===== src/rtl/deskew_ctrl_regs.sv =====
// Control/status register bank for N_CH deskew engines: start pulses, busy tracking,
// sticky W1C done/err flags and a level interrupt gated by a per-channel enable.
module deskew_ctrl_regs #(
    parameter int N_CH = 4
) (
    input  logic            clk,
    input  logic            reset,
    input  logic            reg_wr_i,
    input  logic            reg_rd_i,
    input  logic [2:0]      reg_addr_i,
    input  logic [N_CH-1:0] reg_wdata_i,
    output logic [N_CH-1:0] reg_rdata_o,
    output logic [N_CH-1:0] start_o,
    input  logic [N_CH-1:0] ready_i,
    output logic            irq_o
);

    typedef enum logic [1:0] {IDLE, START, WAIT_LO, RUN} ch_state_t;

    localparam logic [2:0] ADDR_CMD    = 3'd0;
    localparam logic [2:0] ADDR_STATUS = 3'd1;
    localparam logic [2:0] ADDR_DONE   = 3'd2;
    localparam logic [2:0] ADDR_IRQ_EN = 3'd3;
    localparam logic [2:0] ADDR_ERR    = 3'd4;

    ch_state_t state_q [N_CH];
    ch_state_t state_d [N_CH];

    logic            cmd_wr;
    logic [N_CH-1:0] accept;
    logic [N_CH-1:0] reject;
    logic [N_CH-1:0] done_set;
    logic [N_CH-1:0] busy;
    logic [N_CH-1:0] done_q;
    logic [N_CH-1:0] err_q;
    logic [N_CH-1:0] irq_en_q;
    logic [N_CH-1:0] done_clr;
    logic [N_CH-1:0] err_clr;
    logic [N_CH-1:0] rd_mux;

    assign cmd_wr = reg_wr_i && (reg_addr_i == ADDR_CMD);

    always_ff @(posedge clk) begin
        for (int k = 0; k < N_CH; k++) begin
            if (reset) state_q[k] <= IDLE;
            else       state_q[k] <= state_d[k];
        end
    end

    always_comb begin
        for (int k = 0; k < N_CH; k++) begin
            state_d[k] = state_q[k];
            case (state_q[k])
                IDLE:    if (accept[k])    state_d[k] = START;
                START:                     state_d[k] = WAIT_LO;
                WAIT_LO: if (!ready_i[k])  state_d[k] = RUN;
                RUN:     if (ready_i[k])   state_d[k] = IDLE;
                default:                   state_d[k] = IDLE;
            endcase
        end
    end

    // A start request only lands on an idle channel whose engine reports ready;
    // any other requested bit is flagged as an error and leaves the FSM alone.
    always_comb begin
        start_o  = '0;
        busy     = '0;
        done_set = '0;
        accept   = '0;
        reject   = '0;
        for (int k = 0; k < N_CH; k++) begin
            start_o[k]  = (state_q[k] == START);
            busy[k]     = (state_q[k] != IDLE);
            done_set[k] = (state_q[k] == RUN) && ready_i[k];
            accept[k]   = cmd_wr && reg_wdata_i[k] && (state_q[k] == IDLE) && ready_i[k];
            reject[k]   = cmd_wr && reg_wdata_i[k] && !accept[k];
        end
    end

    assign done_clr = (reg_wr_i && (reg_addr_i == ADDR_DONE)) ? reg_wdata_i : '0;
    assign err_clr  = (reg_wr_i && (reg_addr_i == ADDR_ERR))  ? reg_wdata_i : '0;

    // Sticky flags: a set arriving in the same cycle as a clear takes priority.
    always_ff @(posedge clk) begin
        if (reset) begin
            done_q   <= '0;
            err_q    <= '0;
            irq_en_q <= '0;
        end else begin
            done_q <= (done_q & ~done_clr) | done_set;
            err_q  <= (err_q & ~err_clr) | reject;
            if (reg_wr_i && (reg_addr_i == ADDR_IRQ_EN))
                irq_en_q <= reg_wdata_i;
        end
    end

    always_comb begin
        rd_mux = '0;
        case (reg_addr_i)
            ADDR_STATUS: rd_mux = busy;
            ADDR_DONE:   rd_mux = done_q;
            ADDR_IRQ_EN: rd_mux = irq_en_q;
            ADDR_ERR:    rd_mux = err_q;
            default:     rd_mux = '0;
        endcase
    end

    // Read data is captured from current register values, so a simultaneous
    // write is only visible to a later read.
    always_ff @(posedge clk) begin
        if (reset)         reg_rdata_o <= '0;
        else if (reg_rd_i) reg_rdata_o <= rd_mux;
    end

    assign irq_o = |(done_q & irq_en_q);

endmodule


===== config.mk =====
export PLATFORM = sky130hd
export DESIGN_NAME = deskew_ctrl_regs
export DESIGN_NICKNAME = d
export VERILOG_FILES = /design/src/rtl/deskew_ctrl_regs.sv
export SDC_FILE = /design/constraint.sdc
export NUM_CORES = 1
export LEC_CHECK = 0
export CAP_MARGIN = 40
export CORE_ASPECT_RATIO = 1.1
export CORE_MARGIN = 2
export CORE_UTILIZATION = 50
export DETAILED_ROUTE_END_ITERATION = 16
export PLACE_DENSITY = 0.75
export SLEW_MARGIN = 40
export SYNTH_ARGS = -nofsm -noshare
export SYNTH_HDL_FRONTEND = slang
export SYNTH_SLANG_ARGS = --single-unit
export TNS_END_PERCENT = 50

===== constraint.sdc =====
create_clock -name clk -period 5 [get_ports clk]
set_input_delay 1 -clock clk [delete_from_list [all_inputs] [get_ports clk]]
set_output_delay 1 -clock clk [all_outputs]
set_load 0.03 [all_outputs]

# After elaboration in Yosys (flattened, before gate mapping)

Memory sizes are Yosys's and may differ from the RTL's.
Cells that the tools add are included.

Eq/ne operators: 16
Muxes and demuxes: 26
Bitwise gates (word level): 11
Reduce and logical (&&, ||, !) cells: 38

Operator list:

| operator             | count |
|---|---|
| $mux W2              | 16 |
| $pmux W2 S4          | 4 |
| $logic_and A1 B1 Y1  | 24 |
| $eq A2 B2 Y1 const B | 8 |
| $pmux W4 S4          | 1 |
| $and A4 B4 Y4        | 3 |
| $eq A2 B1 Y1 const B | 4 |
| $logic_not A2 Y1     | 4 |
| $mux W4              | 2 |
| $not A4 Y4           | 2 |
| $or A4 B4 Y4         | 2 |
| $reduce_bool A2 Y1   | 4 |
| $eq A3 B2 Y1 const B | 2 |
| $logic_not A1 Y1     | 4 |
| $or A1 B1 Y1         | 4 |
| $reduce_or A4 Y1     | 1 |
| $eq A3 B1 Y1 const B | 1 |
| $eq A3 B3 Y1 const B | 1 |
| $logic_not A3 Y1     | 1 |
| $mux W1              | 3 |

Bits in registers: 16
Memory bits (writable): 8
Word-level logic and storage cells: 96
Memories kept: 1

Memories:

| memory  | depth | width | read ports | clocked after Yosys merged registers in | wr ports | RTL line | RTL |
|---|---|---|---|---|---|---|---|
| state_q | 4     | 2     | 4          | 0                                       | 4        | 26       | `ch_state_t state_q [N_CH];` |

# Depth between registers and ports, before layout

Depth after elaboration: 8
Mapped depth: 6

# Worst setup path after synthesis

OpenSTA, ideal clock, no wires.

Path kind: in2reg
Start: input reg_addr_i[0]
End: memory state_q[1][1] (netlist name)
Setup time: 0.072 ns
Arrival: 2.113 ns
Path slack: 2.815 ns
Stages: 5
Cells stage by stage: buf_6 nor4b_4 nand4_1 a221oi_2 mux2i_1

RTL lines:

| element         | RTL line | RTL |
|---|---|---|
| start, declared | 10       | `input logic [2:0] reg_addr_i,` |
| end, declared   | 26       |  |

==> tab_implementation.tex <==
\begin{tabular}{lr}
\hline
Metric & Value \\
\hline
\multicolumn{2}{l}{\textbf{Finish}} \\
\quad Filler cells & 264 \\
\quad Register area & 480 sq um \\
\quad Area growth from synthesis to final layout & 18.4\% \\
\quad Footprint of the multi-input gates & 973 sq um \\
\quad Total inserted antenna cells & 0 \\
\quad Ratio of cells with drive above 1 in the final layout & 5.61\% \\
\quad Number of nets in the layout & 230 \\
\multicolumn{2}{l}{\textbf{Yosys}} \\
\quad Share of the synthesized netlist area taken by xor and xnor gates & less than 1\% \\
\quad Post-synthesis net count & between 200 and 250 \\
\quad Post-Synthesis Mean Instance Area & 8.77 sq um \\
\quad Synth Area in Compound Gates & approximately 17\% \\
\quad Dominant combinational cell family by area after synthesis & simple AND/OR/NAND/NOR gates \\
\quad Yosys warning count & 0 \\
\quad Synthesized-area fraction occupied by and/or/nand/nor cells & around 23\% \\
\quad Post-synthesis share of cell area spent on full adders, half adders and majority gates & between 10\% and 20\% \\
\quad Top-area cell type share of the netlist area & between 30\% and 40\% \\
\quad Number of unique standard cell types used by synthesis & 35 \\
\quad FF+latch count, synth & 24 \\
\quad Number of instances in the synthesized netlist & around 170 \\
\quad Seq/Total Area, Yosys & between 30\% and 40\% \\
\quad Post-synthesis cell type with the largest combined area & dfxtp\_1 \\
\quad Top cells by area, synth & dfxtp\_1, ha\_1, mux2i\_1, nand2\_1, nor2\_1 \\
\quad Combined area of all synthesized cells & around 1500 sq um \\
\quad Multiplexer share of the synthesized area & 8.52\% \\
\multicolumn{2}{l}{\textbf{STA}} \\
\quad Post-route fraction of the period consumed by the critical path & a little over half \\
\quad Unrepaired setup endpoints after global routing & false \\
\quad Relative max-transition margin & between 50\% and 60\% \\
\quad Number of max-slew violations in the final report & 0 \\
\quad Final Setup Violations & 0 \\
\quad Final critical-path required period & 2.73 ns \\
\quad Tightest Pin Transition & about 0.65 ns \\
\quad Highest clock frequency the design can meet & $\sim$370 MHz \\
\quad Max Clock Skew & approximately 0.0019 ns \\
\quad Hold Slack & around 0.50 ns \\
\quad Total Neg Setup Slack & 0 ns \\
\quad Final count of hold timing violations & 0 \\
\multicolumn{2}{l}{\textbf{Clocking}} \\
\quad H-Tree Level Count & 1 \\
\quad Hold bufs inserted after CTS & 0 \\
\quad Post-cts gate resize count & 0 \\
\quad Worst skew pair latency & roughly 0.31 ns \\
\quad Clock transition at the registers of the reported paths & approximately 0.13 ns \\
\quad Post-CTS setup buffer count & 0 \\
\quad TritonCTS Sinks & 24 \\
\quad Root buffer cell & clkbuf\_4 \\
\quad Worst-case clock buffer depth & 2 \\
\quad Clock buffers created by TritonCTS & 3 \\
\quad CTS tree & built \\
\multicolumn{2}{l}{\textbf{Critical path}} \\
\quad Setup crit end kind & flip-flop \\
\quad Arrival @ worst endpoint & 2.98 ns \\
\quad Data required time at the worst endpoint & 5.25 ns \\
\quad Family with the most delay on the worst path & simple AND/OR/NAND/NOR gates \\
\quad Max FO, Critical Path & 13 \\
\quad Number of buffers and inverters on the critical path & 1 \\
\quad Cell-by-cell listing of the critical path & clkdlybuf4s50\_1, nor4b\_4, nand4\_1, a221oi\_2, mux2i\_1 \\
\quad CP startpoint kind & input pin \\
\quad Classification of the worst setup path & input pin to flip-flop \\
\quad Critical-path top delay cell & clkdlybuf4s50\_1 \\
\quad Maximum cell stage delay along the critical path & between 0.6 and 0.7 ns \\
\multicolumn{2}{l}{\textbf{Floorplanning}} \\
\quad Vertical die dimension & 62.0 um \\
\quad Initial Util & between 50\% and 60\% \\
\quad Std-Cell Core Area & a little under 3000 sq um \\
\quad Count of standard-cell rows & 21 \\
\quad Die area & between 3000 and 4000 sq um \\
\quad Horizontal die dimension & approximately 57 um \\
\quad Number of top-level design ports & 24 \\
\multicolumn{2}{l}{\textbf{Placed design}} \\
\quad Weighted congestion at the end of routability-driven global placement & roughly 0.8 \\
\quad Post-DP HPWL & between 2000 and 3000 um \\
\quad Total of buffers placed on input and output ports & 23 \\
\multicolumn{2}{l}{\textbf{Drt}} \\
\quad Post-DR wirelength/cell & 14.3 um \\
\quad Router iterations before antenna repair & 4 \\
\quad Total number of vias & about 1.3k \\
\quad Iteration-0 DRC count of the detailed router & 30 \\
\quad Count of unresolved DRC violations after routing & 0 \\
\quad Count of antenna-violating nets left after detailed routing & 0 \\
\quad Post-detailed-route via-to-cell ratio & 5.83 \\
\quad Detailed-route wire length & around 3300 um \\
\multicolumn{2}{l}{\textbf{Power}} \\
\quad Worst-case vdd ir drop & 0.315 mV \\
\quad Power density cells & roughly 340 nW/um\^{}2 \\
\quad Leakage power figure & 0.723 nW \\
\multicolumn{2}{l}{\textbf{Global routing}} \\
\quad Via count of the first global-routing pass & around 1.3k \\
\quad All-layer global routing usage & about 20\% \\
\quad Overall overflow remaining after global route & 0 \\
\quad Wire length of the first global-routing pass & 5510 um \\
\quad Largest net degree at the start of global routing & 18 \\
\quad Initial antenna violation count & 0 \\
\multicolumn{2}{l}{\textbf{Status}} \\
\quad Run status & complete, no violations \\
\multicolumn{2}{l}{\textbf{Run}} \\
\quad Max-Cap Viols & 0 \\
\multicolumn{2}{l}{\textbf{Hold path}} \\
\quad Worst hold-check path type & flip-flop to flip-flop \\
\hline
\end{tabular}
worst paths after layout:
path | cells past startpoint | slack [ns] | startpoint | endpoint
max | 5 | 2.27 | reg_addr_i[2] | state_q[1][1]
min reg2reg | 1 | 0.50 | reg_rdata_o[2] | reg_rdata_o[2]
min | 1 | 0.50 | reg_rdata_o[2] | reg_rdata_o[2]
max reg2reg | 6 | 3.18 | state_q[3][0] | state_q[3][0]
metrics by stage:
| step | setup slack [ns] | util, % | area (sq um) | instances | power (mW) |
|---|---|---|---|---|---|
| floorplan | 2.82 | - | 1530 | 174 | 0.438 |
| global placement | 2.04 | 59.7 | 1770 | 226 | 0.500 |
| detailed placement | 1.93 | 59.7 | 1770 | 226 | 0.514 |
| CTS | 2.26 | 60.9 | 1810 | 230 | 0.619 |
| global route | 2.12 | 60.9 | 1810 | 230 | 0.662 |
| finish | 2.27 | 60.9 | 1810 | 230 | 0.614 |
power by group:
part	total, mW	switching [mW]	internal (mW)
logic	0.277	0.152	0.125
clock network	0.104	0.0595	0.0445
registers	0.232	0.0202	0.212
total	0.614	0.232	0.382
worst reg2reg max path, delay by kind of cell (launching register included):
kind	cells	cell delay [ns]
fa+ha+maj	1	0.24
compound gates	2	0.50
simple gates	2	0.48
flops	1	0.41
buf+inv	1	0.10
registers in the layout, summed over array words and instances (netlist names):
register / count
err_q: 4
reg_rdata_o: 4
state_q: 8
done_q: 4
irq_en_q: 4
synthesized netlist by cell type:
library cell / n
nor2b_1: 4
o311ai_2: 1
dfxtp_1: 24
nand4_1: 1
nand2_1: 23
a221oi_2: 1
and3_1: 2
clkinv_1: 1
a41oi_1: 1
nor4b_4: 1
nor3_1: 4
a22oi_1: 6
and4bb_2: 2
buf_6: 1
clkbuf_1: 3
nor2_1: 21
or2b_1: 1
ha_1: 18
mux2i_1: 13
o221a_2: 1
buf_2: 1
a211o_2: 1
or3_1: 2
a221oi_1: 1
nand4b_1: 1
o21ai_1: 1
nand3_1: 6
a21oi_1: 3
o211ai_1: 5
a32oi_1: 4
nand3b_1: 2
o21a_1: 2
inv_1: 11
a22o_1: 4
xnor2_1: 1
cell families (layout without fill, tap and decap cells):
| group | Yosys count | after routing |
|---|---|---|
| muxes | 13 | 13 |
| DFF | 24 | 24 |
| xor gates and xnor gates | 1 | 1 |
| and+or+nand+nor | 70 | 70 |
| adders and majority gates | 18 | 18 |
| buffers and inverters | 17 | 39 |
| AOI/OAI and AO/OA | 31 | 31 |
metal layers:
metal	routed length [um]	up-vias	track usage, %
met1	1400	628	22.5
met5	0	-	0
met2	1660	43	38.0
met3	202	4	4.35
met4	36	0	9.18
li1	-	667	-
cells in the final DEF, fill, tap and decap left out, types with 3 or more instances in the layout:
master	count
a32oi_1	4
nand3_1	6
o211ai_1	5
nor2_1	21
a22o_1	4
a21oi_1	3
nor2b_1	4
clkdlybuf4s50_1	23
mux2i_1	13
nand2_1	23
a22oi_1	6
clkbuf_4	3
inv_1	11
dfxtp_1	24
nor3_1	4
ha_1	18
final cells by class:
cell class                 instances  area share [%]
multi-input combinational        133            53.8
sequential                        24            26.6
inverter                          12            2.49
timing repair buffer              23            12.7
clock buffer                       4            2.01
tap                               34            2.35
Power figures use the tool's default switching activity.
